==> src/rtl/pixel_pkg.sv <==
// Shared frame-state encoding and width-parametrised gray/binary helpers.
// The helpers operate on a 32-bit carrier; only the low 'w' bits are meaningful.
package pixel_pkg;

   typedef enum logic [2:0] {
      IDLE,
      ERASE,
      EXPOSE,
      CONVERT,
      R_SEL,
      R_CAP,
      R_WAIT
   } frame_state_t;

   localparam int GRAY_MAX_W = 32;

   function automatic logic [GRAY_MAX_W-1:0] bin2gray(input logic [GRAY_MAX_W-1:0] b,
                                                      input int w);
      logic [GRAY_MAX_W-1:0] s;
      logic [GRAY_MAX_W-1:0] g;
      s = b >> 1;
      g = '0;
      for (int i = 0; i < GRAY_MAX_W; i++) begin
         if (i < w) begin
            g[i] = (i == w - 1) ? b[i] : (b[i] ^ s[i]);
         end
      end
      return g;
   endfunction

   // Each binary bit is the XOR of all gray bits at or above it.
   function automatic logic [GRAY_MAX_W-1:0] gray2bin(input logic [GRAY_MAX_W-1:0] g,
                                                      input int w);
      logic [GRAY_MAX_W-1:0] b;
      logic acc;
      b   = '0;
      acc = 1'b0;
      for (int i = GRAY_MAX_W - 1; i >= 0; i--) begin
         if (i < w) begin
            acc  = acc ^ g[i];
            b[i] = acc;
         end
      end
      return b;
   endfunction

endpackage

==> src/rtl/gray_ramp_counter.sv <==
// Binary ramp counter with a gray copy registered alongside it; one step per enabled cycle.
// terminal flags the all-ones count; clear forces both registers back to zero.
module gray_ramp_counter
   import pixel_pkg::*;
#(
   parameter int WIDTH = 8
) (
   input  logic             clk,
   input  logic             reset,
   input  logic             enable,
   input  logic             clear,
   output logic [WIDTH-1:0] bin,
   output logic [WIDTH-1:0] gray,
   output logic             terminal
);

   logic [WIDTH-1:0] bin_next;

   assign bin_next = bin + WIDTH'(1);
   assign terminal = &bin;

   always_ff @(posedge clk) begin
      if (reset || clear) begin
         bin  <= '0;
         gray <= '0;
      end else if (enable) begin
         // Wraps to zero after terminal, so the ramp reads 0 once CONVERT ends.
         bin  <= bin_next;
         gray <= WIDTH'(bin2gray(GRAY_MAX_W'(bin_next), WIDTH));
      end
   end

endmodule

==> src/rtl/pixel_frame_sequencer.sv <==
// Frame controller: ERASE -> EXPOSE -> CONVERT (gray ramp) -> READ, streaming decoded pixels.
// Outputs registered from next-state; READ takes 3 cycles/pixel and stalls on out_ready without loss.
module pixel_frame_sequencer
   import pixel_pkg::*;
#(
   parameter int PIXEL_COUNT   = 4,
   parameter int COUNTER_WIDTH = 8,
   parameter int ERASE_CYCLES  = 4,
   parameter int EXPOSE_WIDTH  = 16
) (
   input  logic                           clk,
   input  logic                           reset,
   input  logic                           start,
   input  logic                           continuous,
   input  logic [EXPOSE_WIDTH-1:0]        expose_cycles,
   output logic                           erase,
   output logic                           expose,
   output logic                           convert,
   output logic                           read,
   output logic [$clog2(PIXEL_COUNT)-1:0] pixel_select,
   output logic [COUNTER_WIDTH-1:0]       ramp_gray,
   input  logic [COUNTER_WIDTH-1:0]       pixel_gray,
   output logic [COUNTER_WIDTH-1:0]       out_data,
   output logic                           out_valid,
   input  logic                           out_ready,
   output logic                           out_last,
   output logic                           busy,
   output logic                           frame_done
);

   localparam int SEL_W   = $clog2(PIXEL_COUNT);
   localparam int ERASE_W = $clog2(ERASE_CYCLES + 1);
   localparam int CNT_W   = (EXPOSE_WIDTH > ERASE_W) ? EXPOSE_WIDTH : ERASE_W;
   localparam logic [SEL_W-1:0] LAST_IDX = SEL_W'(PIXEL_COUNT - 1);

   frame_state_t state, next_state;

   logic [CNT_W-1:0]         cnt;
   logic [CNT_W-1:0]         expose_load;
   logic [EXPOSE_WIDTH-1:0]  expose_lat;
   logic [SEL_W-1:0]         idx;
   logic                     cnt_zero;
   logic                     accept;
   logic                     last_pix;
   logic                     ramp_clear;
   logic                     ramp_terminal;
   logic [COUNTER_WIDTH-1:0] ramp_bin;

   assign cnt_zero     = (cnt == '0);
   assign accept       = (state == R_WAIT) && out_ready;
   assign last_pix     = (idx == LAST_IDX);
   assign expose_load  = (expose_lat == '0) ? '0 : CNT_W'(expose_lat - EXPOSE_WIDTH'(1));
   assign pixel_select = idx;
   assign ramp_clear   = (state != CONVERT) && (ramp_bin != '0);

   gray_ramp_counter #(
      .WIDTH(COUNTER_WIDTH)
   ) u_ramp (
      .clk     (clk),
      .reset   (reset),
      .enable  (state == CONVERT),
      .clear   (ramp_clear),
      .bin     (ramp_bin),
      .gray    (ramp_gray),
      .terminal(ramp_terminal)
   );

   always_ff @(posedge clk) begin
      if (reset) begin
         state <= IDLE;
      end else begin
         state <= next_state;
      end
   end

   always_comb begin
      next_state = state;
      case (state)
         IDLE:    if (start) next_state = ERASE;
         ERASE:   if (cnt_zero) next_state = EXPOSE;
         EXPOSE:  if (cnt_zero) next_state = CONVERT;
         CONVERT: if (ramp_terminal) next_state = R_SEL;
         R_SEL:   next_state = R_CAP;
         R_CAP:   next_state = R_WAIT;
         R_WAIT: begin
            if (out_ready) begin
               if (last_pix) next_state = continuous ? ERASE : IDLE;
               else          next_state = R_SEL;
            end
         end
         default: next_state = IDLE;
      endcase
   end

   always_ff @(posedge clk) begin
      if (reset) begin
         cnt        <= '0;
         expose_lat <= '0;
         idx        <= '0;
         out_data   <= '0;
         out_valid  <= 1'b0;
         out_last   <= 1'b0;
         frame_done <= 1'b0;
         erase      <= 1'b0;
         expose     <= 1'b0;
         convert    <= 1'b0;
         read       <= 1'b0;
         busy       <= 1'b0;
      end else begin
         // One down-counter serves both ERASE and EXPOSE; exposure is frozen at ERASE entry.
         if ((state != ERASE) && (next_state == ERASE)) begin
            expose_lat <= expose_cycles;
            cnt        <= CNT_W'(ERASE_CYCLES - 1);
         end else if ((state == ERASE) && (next_state == EXPOSE)) begin
            cnt <= expose_load;
         end else if (!cnt_zero) begin
            cnt <= cnt - CNT_W'(1);
         end

         if (accept) begin
            idx <= last_pix ? '0 : (idx + SEL_W'(1));
         end

         if (state == R_CAP) begin
            out_data  <= COUNTER_WIDTH'(gray2bin(GRAY_MAX_W'(pixel_gray), COUNTER_WIDTH));
            out_valid <= 1'b1;
            out_last  <= last_pix;
         end else if (accept) begin
            out_valid <= 1'b0;
            out_last  <= 1'b0;
         end

         frame_done <= accept && last_pix;
         erase      <= (next_state == ERASE);
         expose     <= (next_state == EXPOSE);
         convert    <= (next_state == CONVERT);
         read       <= (next_state == R_SEL) || (next_state == R_CAP) || (next_state == R_WAIT);
         busy       <= (next_state != IDLE);
      end
   end

endmodule

==> config.mk <==
export PLATFORM = sky130hd
export DESIGN_NAME = pixel_frame_sequencer
export DESIGN_NICKNAME = d
export VERILOG_FILES = /design/src/rtl/pixel_pkg.sv /design/src/rtl/gray_ramp_counter.sv /design/src/rtl/pixel_frame_sequencer.sv
export SDC_FILE = /design/constraint.sdc
export NUM_CORES = 1
export LEC_CHECK = 0
export BUFFER_PORTS_ARGS = -buffer_cell sky130_fd_sc_hd__buf_2
export CAP_MARGIN = 20
export CORE_MARGIN = 5
export CORE_UTILIZATION = 55
export CTS_BUF_LIST = sky130_fd_sc_hd__clkbuf_2 sky130_fd_sc_hd__clkbuf_4 sky130_fd_sc_hd__clkbuf_8
export CTS_CLUSTER_DIAMETER = 80
export DETAILED_ROUTE_END_ITERATION = 8
export PLACE_DENSITY_LB_ADDON = 0.3
export SLEW_MARGIN = 20
export SYNTH_ARGS = -nofsm -noshare
export SYNTH_HDL_FRONTEND = slang
export SYNTH_SLANG_ARGS = --single-unit
==> constraint.sdc <==
create_clock -name clk -period 4.9 [get_ports clk]
set_clock_uncertainty 0.15 [all_clocks]
set_input_delay 0.735 -clock clk [delete_from_list [all_inputs] [get_ports clk]]
set_output_delay 0.735 -clock clk [all_outputs]
set_load 0.1 [all_outputs]
==> impl_metrics.toml <==
[run_status]
status = "finished, final reports clean"

[floorplan]
initial_core_util_pct = 55.8
chipHeight_um = 89.6
coreArea_sq_um = 6240
row_count = 29
dieArea_sq_um = 8020
die_w_um = 89.6
pin_count = 55

[logic_synthesis]
yosysWarnings = 0
synth_seq_cells = 68
netlist_instances = 405
ys_types = 55
async_reset_ff_share_pct = 0
synth-edff-count = 0
syn-num-nets = 439
ys_seq_area_share_pct = 39.1
syn_area_per_cell_sq_um = 8.60
netlist_area_sq_um = 3480
synth_flop_cell = "dfxtp_1"

[pwr]
irDropWorstVdd_mv = 0.319
switching_share_pct = 40.6
powerDensity_nw_per_um2 = 586
clkPwrFrac_pct = 22.0
switchingPower_uw = 947
combPwrFrac_pct = 45.5
leakagePower_nw = 1.76
intPower_mw = 1.38
seqPwrFrac_pct = 32.5

[sta]
slew_headroom_pct = 31.1
rsz0062_at_grt = "no"
finalSetupViolCount = 0
tns_ps = 0
max_freq_ghz = 0.333
slew_violations = 0
fin_crit_sh_pct = 61.3
tightest_slew_ps = 1020
hold_violations = 0
min_period_ps = 3010

[global_route]
grt_overflow = 0
grt_pass1_wl_um = 13000
grt_usage_pct = 20.6
antenna_found_initial = 0
grt_max_degree = 44
grt_pass1_vias = 2914

[critical_path]
crit_end = "cnt[7]"
r2r-start = "cnt[0]"
r2r_end = "cnt[7]"
cp.arrival_ps = 3120
crit_start = "cnt[0]"
path_max_fanout = 11
critPathKind = "flip-flop to flip-flop"
cp.required_ps = 5020
crit_path_max_incr_delay_ps = 640
end_kind = "flip-flop"
critPathTopFamily = "simple AND/OR/NAND/NOR gates"
crit_chain = "inv_1, ha_1, or4b_1, or4_4, nor3_2, a22oi_1, nor2_1"
slowest_stage = "or4_4"
worst-r2r-cell-count = 7
crit_buf_inv = 1
rrSetupSlack_ps = 1890
startpoint_type = "flip-flop"
worst-path-stages = 7

[job]
drv_cap = 0

[routing]
via_count = 2973
drtIter0Drc = 161
first_pass_iters = 5
post_drt_wl_per_cell_um = 14.5
postRouteAntennaNets = 0
route.detailed.drc = 0
routed_wl_um = 7630
vias_per_cell = 5.64

[placed_design]
place_hpwl_um = 5340
routabilityCongestion = 0.800
io_buffer_count = 54
dpl_cell_area_sq_um = 3750

[clocking]
clk_latency_ps = 350
cts_hold_buf = 0
cts-root-buf = "clkbuf_8"
clk_pin_slew_ps = 80
cts_max_level = 3
clockBufferDepth = 2
cts_buffers = 9
postCtsSetupBuffers = 0
cts_tree = "yes"
cts.sinks = 68
ctsResizeCount = 0

[hold_path]
hold_path.startpoint = "u_ramp.gray[2]"
hold_class = "flip-flop to flip-flop"

[layout]
antenna_cells = 0
fin_nets = 480
stdcell_area_sq_um = 3980
drive_above_1_share_pct = 18.0
area_delta_synth_final_pct = 14.2
==> metrics by stage <==
step | setup slack (ps) | total power [mW] | util, % | std cells | hold slack, ps
floorplan | 2140 | 1.61 | - | 405 | 336
global placement | 1690 | 1.77 | 60.1 | 512 | 286
detailed placement | 1540 | 1.80 | 60.1 | 512 | 293
CTS | 1520 | 2.32 | 63.7 | 527 | 303
global route | 1680 | 2.49 | 63.7 | 527 | 328
finish | 1890 | 2.33 | 63.7 | 527 | 299
==> logic make-up (layout without fill, tap and decap cells) <==
family | count (synthesis) | after routing | share of synthesized area, %
xor gates and xnor gates | 42 | 42 | 11.4
and+or+nand+nor | 169 | 169 | 24.7
AOI/OAI and AO/OA | 64 | 64 | 12.1
DFF | 68 | 68 | 39.1
adders and majority gates | 5 | 5 | 1.80
muxes | 23 | 23 | 6.86
buffers and inverters | 34 | 79 | 4.13
==> registers in the layout (all words and copies together), names as in the netlist, 2 cells and up <==
signal	cells
cnt	16
expose_lat	16
out_data	8
pixel_select	2
state	3
u_ramp.bin	7
u_ramp.gray	8
==> worst min path at each step <==
| stage | end | slack [ps] | depth (start not counted) |
|---|---|---|---|
| 2_1_floorplan | u_ramp.bin[1] | 340 | 2 |
| 3_3_place_gp | u_ramp.gray[2] | 290 | 2 |
| 3_5_place_dp | u_ramp.gray[1] | 290 | 2 |
| 4_1_cts | u_ramp.gray[2] | 300 | 2 |
| 5_1_grt | u_ramp.gray[2] | 330 | 2 |
| 6_report | u_ramp.gray[2] | 300 | 2 |
==> Yosys cell counts (5+ instances only) <==
cell type | instances | area share, %
a211oi_1 | 8 | 1.7
a21oi_1 | 27 | 3.9
a22oi_1 | 6 | 1.3
clkbuf_1 | 19 | 2.0
dfxtp_1 | 68 | 39
ha_1 | 5 | 1.8
inv_1 | 9 | 0.97
mux2i_1 | 19 | 5.5
nand2_1 | 32 | 3.4
nand3_1 | 8 | 1.1
nor2_1 | 63 | 6.8
nor3_1 | 14 | 2.0
nor4_1 | 7 | 1.3
xnor2_1 | 19 | 4.8
xor2_1 | 21 | 5.3
==> power by group through the flow <==
stage | registers, mW | clock network (mW) | logic, mW
final | 0.758 | 0.512 | 1.06
after detailed placement | 0.766 | 0 | 1.03
after global routing | 0.776 | 0.539 | 1.17
after CTS | 0.756 | 0.519 | 1.04
after floorplan | 0.823 | 0 | 0.790
after global placement | 0.761 | 0 | 1.00
==> layer usage <==
layer	global-route usage [%]	share of wire [%]	wire, um	vias up
met2	34.1	48	3670	80
li1	-	-	-	1505
met1	26.1	45	3430	1376
met3	5.66	5.6	427	12
met5	0	0	0	-
met4	6.63	1.4	108	0
==> final cells by class <==
cell class | count | area [sq um]
Timing Repair Buffer | 55 | 278
Inverter | 9 | 33.8
Clock inverter | 4 | 73.8
Clock buffer | 11 | 145
Tap cell | 77 | 96.3
Multi-Input combinational cell | 303 | 1990
Fill cell | 554 | 2260
Sequential cell | 68 | 1360
==> cells in the final DEF, fill, tap and decap left out, types with 4 or more instances in the layout <==
cell and n:
a211oi_1 8, a21oi_1 27, a22oi_1 6, and4_1 4, buf_2 54, clkbuf_8 10
dfxtp_1 68, ha_1 5, inv_1 9, mux2i_1 19, nand2_1 32, nand3_1 8
nand4_1 4, nor2_1 63, nor2b_1 4, nor3_1 13, nor4_1 7, o21ai_0 4
or4_1 4, xnor2_1 19, xor2_1 21
==> worst min-delay path, cell delays in order (launching register included) <==
cell     delay, ps
dfxtp_1        310
nand2_1         50
a21oi_1         50
Note: power is estimated with default switching activity, not from simulation.
